--- src/rtl/bus_legalize_stage.sv ---
// Legalizing feeder for 8-bit cell input buses: ties off unknown bits, buffers
// the cleaned words in a small FIFO and keeps a saturating count of tie-offs.
module bus_legalize_stage #(
    parameter int unsigned     WIDTH     = 8,
    parameter int unsigned     DEPTH     = 2,
    parameter logic [WIDTH-1:0] TIE_VALUE = '0,
    parameter int unsigned     CNT_W     = 16
) (
    input  logic             clk,
    input  logic             rst,
    input  logic             in_valid,
    output logic             in_ready,
    input  logic [WIDTH-1:0] in_data,
    input  logic [WIDTH-1:0] in_known,
    output logic             out_valid,
    input  logic             out_ready,
    output logic [WIDTH-1:0] out_data,
    output logic             out_fixed,
    input  logic             clr_count,
    output logic [CNT_W-1:0] fix_count
);

    localparam int unsigned AW  = (DEPTH > 1) ? $clog2(DEPTH) : 1;
    localparam int unsigned PW  = AW + 1;
    localparam int unsigned PCW = $clog2(WIDTH + 1);
    localparam int unsigned SW  = ((CNT_W > PCW) ? CNT_W : PCW) + 1;
    localparam int unsigned EW  = WIDTH + 1;

    function automatic logic [PCW-1:0] popcount(input logic [WIDTH-1:0] v);
        logic [PCW-1:0] c;
        c = '0;
        for (int unsigned i = 0; i < WIDTH; i++) begin
            c = c + PCW'(v[i]);
        end
        return c;
    endfunction

    logic [EW-1:0]    mem_q [DEPTH];
    logic [PW-1:0]    wr_ptr_q, wr_ptr_d;
    logic [PW-1:0]    rd_ptr_q, rd_ptr_d;
    logic [CNT_W-1:0] cnt_q, cnt_d;

    logic             full, empty, push, pop;
    logic [WIDTH-1:0] leg;
    logic             leg_fixed;
    logic [PCW-1:0]   unk_cnt;
    logic [SW-1:0]    cnt_sum;
    logic [EW-1:0]    head;

    // Unknown bits take the tie-off value; known bits pass through.
    assign leg       = (in_data & in_known) | (TIE_VALUE & ~in_known);
    assign leg_fixed = |(~in_known);
    assign unk_cnt   = popcount(~in_known);

    assign empty = (wr_ptr_q == rd_ptr_q);
    assign full  = (wr_ptr_q[AW] != rd_ptr_q[AW]) &&
                   (wr_ptr_q[AW-1:0] == rd_ptr_q[AW-1:0]);

    assign in_ready  = !full;
    assign out_valid = !empty;
    assign push      = in_valid && !full;
    assign pop       = out_ready && !empty;

    assign head      = mem_q[rd_ptr_q[AW-1:0]];
    assign out_data  = empty ? '0 : head[WIDTH-1:0];
    assign out_fixed = empty ? 1'b0 : head[WIDTH];
    assign fix_count = cnt_q;

    // Next-state for pointers and the saturating tie-off counter.
    always_comb begin
        wr_ptr_d = wr_ptr_q;
        rd_ptr_d = rd_ptr_q;
        cnt_sum  = '0;
        cnt_d    = cnt_q;

        if (push) begin
            wr_ptr_d = wr_ptr_q + PW'(1);
        end
        if (pop) begin
            rd_ptr_d = rd_ptr_q + PW'(1);
        end

        cnt_sum = (clr_count ? SW'(0) : SW'(cnt_q)) + (push ? SW'(unk_cnt) : SW'(0));
        if (cnt_sum > SW'({CNT_W{1'b1}})) begin
            cnt_d = '1;
        end else begin
            cnt_d = cnt_sum[CNT_W-1:0];
        end
    end

    always_ff @(posedge clk or posedge rst) begin
        if (rst) begin
            wr_ptr_q <= '0;
            rd_ptr_q <= '0;
            cnt_q    <= '0;
        end else begin
            wr_ptr_q <= wr_ptr_d;
            rd_ptr_q <= rd_ptr_d;
            cnt_q    <= cnt_d;
        end
    end

    // Storage is not reset; empty-gating of the outputs hides stale entries.
    always_ff @(posedge clk) begin
        if (push) begin
            mem_q[wr_ptr_q[AW-1:0]] <= {leg_fixed, leg};
        end
    end

endmodule

--- config.mk ---
export PLATFORM = sky130hd
export DESIGN_NAME = bus_legalize_stage
export DESIGN_NICKNAME = d
export VERILOG_FILES = /design/src/rtl/bus_legalize_stage.sv
export SDC_FILE = /design/constraint.sdc
export NUM_CORES = 1
export LEC_CHECK = 0
export BUFFER_PORTS_ARGS = -buffer_cell sky130_fd_sc_hd__buf_2
export CORE_MARGIN = 2
export CORE_UTILIZATION = 53
export CTS_CLUSTER_SIZE = 14
export DETAILED_ROUTE_END_ITERATION = 8
export GPL_ROUTABILITY_DRIVEN = 1
export PLACE_DENSITY_LB_ADDON = 0.08
export RECOVER_POWER = 50
export SLEW_MARGIN = 30
export SYNTH_ARGS = -nofsm -noshare
export SYNTH_HDL_FRONTEND = slang
export SYNTH_SLANG_ARGS = --single-unit
export TNS_END_PERCENT = 100
--- constraint.sdc ---
create_clock -name clk -period 4.05 [get_ports clk]
set_input_delay 0.405 -clock clk [delete_from_list [all_inputs] [get_ports clk]]
set_output_delay 0.405 -clock clk [all_outputs]
set_load 0.01 [all_outputs]
==> metrics.txt <==
# TYPE chip_impl_metric gauge
chip_impl_info{name="critical_path.slowest_cell",value="sky130_fd_sc_hd__fa_1"} 1
chip_impl_metric{name="share_clk_of_total_power",unit="%"} 20.8
chip_impl_info{name="min-delay-path-class",value="in -> async"} 1
chip_impl_metric{name="cts_repair_resize_count",unit=""} 0
chip_impl_metric{name="leakage",unit="uW"} 0.00119
chip_impl_metric{name="floorplan.die.height",unit="um"} 68.8
chip_impl_metric{name="totalWireLength",unit="um"} 4230
chip_impl_metric{name="grt_antenna_before_repair",unit=""} 0
chip_impl_metric{name="timing.critical_path.required",unit="ns"} 4.21
chip_impl_metric{name="grt_pass1_vias",unit=""} 1502
chip_impl_info{name="startpoint_type",value="primary input"} 1
chip_impl_metric{name="synth-edff-count",unit=""} 18
chip_impl_info{name="dominantRegCellSynth",value="sky130_fd_sc_hd__dfrtp_1"} 1
chip_impl_metric{name="num_vias",unit=""} 1607
chip_impl_metric{name="drive_above_1_share",unit="%"} 23.5
chip_impl_info{name="status",value="completed"} 1
chip_impl_metric{name="dieArea",unit="um^2"} 4740
chip_impl_metric{name="antenna_cells_inserted",unit=""} 0
chip_impl_metric{name="timing.clock.skew",unit="ns"} 0.00722
chip_impl_metric{name="cts_made_buffers",unit=""} 5
chip_impl_metric{name="timing_worst_slew_pin_value",unit="ns"} 0.793
chip_impl_metric{name="design.portCount",unit=""} 48
chip_impl_metric{name="slowest_delay",unit="ns"} 0.53
chip_impl_metric{name="finalCoreUtilization",unit="%"} 65.7
chip_impl_metric{name="finalCritPeriodShare",unit="%"} 95.4
chip_impl_metric{name="drc",unit=""} 0
chip_impl_metric{name="netlist-cell-type-count",unit=""} 48
chip_impl_metric{name="max_freq",unit="GHz"} 0.259
chip_impl_metric{name="postSynth.asyncResetShare",unit="%"} 52.6
chip_impl_metric{name="slew_violations",unit=""} 0
chip_impl_metric{name="switchingPower",unit="uW"} 543
chip_impl_info{name="cp_cell_sequence",value="buf_2 -> fa_1 -> inv_1 -> fa_1 -> fa_1 -> ha_2 -> fa_1 -> and2_1 -> fa_2 -> a211oi_4 -> buf_4 -> nor2_2 -> and4b_1 -> nor3_1"} 1
chip_impl_metric{name="syn-num-nets",unit=""} 231
chip_impl_info{name="tritoncts_clock_tree",value="done"} 1
chip_impl_metric{name="irDropWorstVdd",unit="mV"} 0.306
chip_impl_metric{name="clockBufferDepth",unit=""} 2
chip_impl_metric{name="floorplan.initialDensity",unit="%"} 55.3
chip_impl_metric{name="total_congestion_overflow",unit=""} 0
chip_impl_metric{name="setup_slack",unit="ns"} 0.185
chip_impl_metric{name="critical_path_buf_inv_count",unit=""} 3
chip_impl_metric{name="count_of_endpoints_failing_hold_in_the_final_timing_report",unit=""} 0
chip_impl_metric{name="avgRoutedWirePerCell",unit="um"} 13.9
chip_impl_metric{name="p_sw_share",unit="%"} 35.9
chip_impl_metric{name="count_of_port_buffers_added_during_placement",unit=""} 47
chip_impl_metric{name="pin_count_of_the_biggest_net_entering_global_routing",unit=""} 24
chip_impl_metric{name="synth.yosys.warnings",unit=""} 0
chip_impl_metric{name="antenna_violating_nets_post_route",unit=""} 0
chip_impl_metric{name="fp-row-count",unit=""} 23
chip_impl_metric{name="place_hpwl",unit="um"} 3130
chip_impl_metric{name="grt_total_usage",unit="%"} 20.1
chip_impl_metric{name="viasPerCell",unit=""} 5.27
chip_impl_metric{name="clock-sinks",unit=""} 38
chip_impl_metric{name="timing.final.crit_period",unit="ns"} 3.87
chip_impl_metric{name="worst_setup_hold_path_clk_slew",unit="ns"} 0.08
chip_impl_metric{name="clkLatencyLatePin",unit="ns"} 0.29
chip_impl_metric{name="cts_hold_buffers",unit=""} 0
chip_impl_info{name="setup_repair_after_global_routing_missed_its_margin",value="no"} 1
chip_impl_info{name="crit_path_frequent_cell",value="sky130_fd_sc_hd__fa_1"} 1
chip_impl_metric{name="htree_levels",unit=""} 2
chip_impl_metric{name="synth-seq-area-share",unit="%"} 46.7
chip_impl_metric{name="synthToLayoutAreaGrowth",unit="%"} 18.8
chip_impl_metric{name="maxSlewHeadroom",unit="%"} 46.9
chip_impl_metric{name="power_density",unit="nW/um^2"} 571
chip_impl_metric{name="core_area",unit="um^2"} 4030
chip_impl_metric{name="max_cap_violations",unit=""} 0
chip_impl_metric{name="die_w",unit="um"} 68.8
chip_impl_metric{name="num-fill-cells",unit=""} 342
chip_impl_metric{name="cp_data_arrival_time",unit="ns"} 4.02
chip_impl_metric{name="synth_area_per_cell",unit="um^2"} 11.3
chip_impl_metric{name="worst-path-max-fanout",unit=""} 3
chip_impl_metric{name="p_comb_share",unit="%"} 40.7
chip_impl_info{name="criticalPathCategory",value="in -> reg"} 1
chip_impl_metric{name="number_of_search_and_repair_iterations_in_the_first_detailed_routing_pass",unit=""} 4
chip_impl_metric{name="post-place-ws",unit="ns"} -0.204
chip_impl_metric{name="nNetsFinal",unit=""} 288
chip_impl_metric{name="setup_total_negative_slack",unit="ns"} 0
chip_impl_metric{name="setup_violations",unit=""} 0
chip_impl_metric{name="post-cts-setup-buffer-count",unit=""} 0
chip_impl_metric{name="ys_seq_elements",unit=""} 38
chip_impl_metric{name="drt-initial-drc-count",unit=""} 99
chip_impl_info{name="worst_setup_path_end_kind",value="flip-flop"} 1
chip_impl_metric{name="syn_area",unit="um^2"} 2230
chip_impl_metric{name="power.share.sequential",unit="%"} 38.5
chip_impl_info{name="critical-path-top-delay-family",value="adder cells"} 1
chip_impl_metric{name="globalplace.congestion",unit=""} 0.698
chip_impl_info{name="ctsRootBufferMaster",value="sky130_fd_sc_hd__clkbuf_8"} 1
chip_impl_metric{name="wire_length_of_the_first_global_routing_pass",unit="um"} 6880
chip_impl_metric{name="cellInternalPower",unit="uW"} 968
chip_impl_metric{name="syn_inst",unit=""} 197
-- final cells by class --
| type | instances | area [um^2] | area share [%] |
|---|---|---|---|
| sequential | 38 | 1040 | 39.3 |
| clock buffer | 5 | 68.8 | 2.60 |
| inverter | 13 | 48.8 | 1.84 |
| multi-input combinational | 141 | 1110 | 42.1 |
| timing repair buffer | 55 | 273 | 10.3 |
| clock inverter | 3 | 40.0 | 1.51 |
| tap | 50 | 62.6 | 2.36 |
-- logic make-up after synthesis --
| logic type | count (synthesis) | synth area share [%] |
|---|---|---|
| DFF | 38 | 46.7 |
| muxes | 13 | 5.90 |
| xor gates and xnor gates | 16 | 6.29 |
| and+or+nand+nor | 78 | 21.1 |
| buffers and inverters | 18 | 3.76 |
| adders and majority gates | 13 | 8.98 |
| AOI/OAI and AO/OA | 21 | 7.30 |
-- metal layers --
metal	vias up	track usage [%]	part of all wire [%]
met2	40	35.6	50
met4	0	5.15	1.1
met3	5	4.38	4.2
li1	801	-	-
met5	-	0	0
met1	761	25.0	45
-- flip-flops by register name (all words and copies together), names as in the netlist --
name / cells
mem_q: 18
fix_count: 16
wr_ptr_q: 2
rd_ptr_q: 2
-- cell usage after synthesis (2+ instances only) --
cell type / count / area (um^2)
sky130_fd_sc_hd__a21oi_1: 6 / 30.0
sky130_fd_sc_hd__and2_1: 12 / 75.1
sky130_fd_sc_hd__and4_1: 2 / 17.5
sky130_fd_sc_hd__buf_6: 2 / 22.5
sky130_fd_sc_hd__clkbuf_1: 2 / 7.51
sky130_fd_sc_hd__dfrtp_1: 20 / 500
sky130_fd_sc_hd__edfxtp_1: 18 / 541
sky130_fd_sc_hd__fa_1: 5 / 100
sky130_fd_sc_hd__ha_1: 8 / 100
sky130_fd_sc_hd__inv_1: 12 / 45.0
sky130_fd_sc_hd__mux2i_1: 12 / 120
sky130_fd_sc_hd__nand2_1: 14 / 52.6
sky130_fd_sc_hd__nand2b_1: 3 / 18.8
sky130_fd_sc_hd__nand3_1: 5 / 25.0
sky130_fd_sc_hd__nand4_1: 2 / 12.5
sky130_fd_sc_hd__nor2_1: 13 / 48.8
sky130_fd_sc_hd__nor2b_1: 8 / 50.1
sky130_fd_sc_hd__nor3_1: 3 / 15.0
sky130_fd_sc_hd__nor3b_1: 2 / 15.0
sky130_fd_sc_hd__nor4_1: 2 / 12.5
sky130_fd_sc_hd__o21ai_0: 2 / 10.0
sky130_fd_sc_hd__o21ai_1: 3 / 15.0
sky130_fd_sc_hd__o21ai_2: 2 / 17.5
sky130_fd_sc_hd__xnor2_1: 13 / 114
sky130_fd_sc_hd__xor2_1: 3 / 26.3
-- cell usage in the layout, fill, tap and decap left out, drive strengths merged, types with 2 or more instances in the layout --
master / synthesis / final
buf: 3 / 36
clkbuf: 2 / 24
dfrtp: 20 / 20
edfxtp: 18 / 18
nand2: 15 / 15
nor2: 14 / 14
xnor2: 13 / 13
inv: 13 / 13
mux2i: 12 / 12
and2: 12 / 12
nor2b: 8 / 8
ha: 8 / 8
o21ai: 7 / 7
a21oi: 6 / 6
nand3: 6 / 6
fa: 5 / 5
nor3: 4 / 4
xor2: 3 / 3
nand2b: 3 / 3
and4: 3 / 3
nor4: 3 / 3
nor3b: 2 / 2
nand4: 2 / 2
clkinv: 0 / 2
a21boi: 2 / 2
and4b: 2 / 2
-- power by group through the flow --
| stage | sequential, uW | clock [uW] | combinational, uW |
|---|---|---|---|
| 2_1_floorplan | 566 | 0 | 454 |
| 3_3_place_gp | 586 | 0 | 620 |
| 4_1_cts | 582 | 319 | 637 |
| 3_5_place_dp | 591 | 0 | 631 |
| 5_1_grt | 594 | 339 | 703 |
| 6_report | 581 | 314 | 615 |
-- worst paths after layout --
check / from / end / slack, ns / cells past startpoint
max: in_known[0] / fix_count[15] / 0.18 / 14
min: rst / fix_count[8] / 0.25 / 2
max reg2reg: rd_ptr_q[0] / fix_count[15] / 1.23 / 10
min reg2reg: wr_ptr_q[1] / wr_ptr_q[1] / 0.53 / 1
max in group asynchronous: rst / fix_count[15] / 3.32 / 2
min in group clk: out_ready / rd_ptr_q[0] / 0.41 / 3
-- through the flow --
| step | hold slack [ns] | cell area, um^2 | std cells | total power [uW] |
|---|---|---|---|---|
| after floorplan | 0.369 | 2230 | 197 | 1020 |
| after global placement | 0.513 | 2550 | 297 | 1210 |
| after detailed placement | 0.523 | 2550 | 297 | 1220 |
| after CTS | 0.286 | 2660 | 305 | 1540 |
| final | 0.249 | 2650 | 305 | 1510 |
| after global routing | 0.314 | 2650 | 305 | 1640 |
-- worst reg2reg max path, cell delays in order (launching register included) --
cell and delay (ns):
sky130_fd_sc_hd__dfrtp_1 0.74, sky130_fd_sc_hd__xnor2_1 0.24, sky130_fd_sc_hd__a21boi_2 0.12, sky130_fd_sc_hd__and2_1 0.18
sky130_fd_sc_hd__ha_1 0.24, sky130_fd_sc_hd__fa_2 0.43, sky130_fd_sc_hd__a211oi_4 0.28, sky130_fd_sc_hd__buf_4 0.16
sky130_fd_sc_hd__nor2_2 0.05, sky130_fd_sc_hd__and4b_1 0.24, sky130_fd_sc_hd__nor3_1 0.04
(Power assumes the default switching activity.)
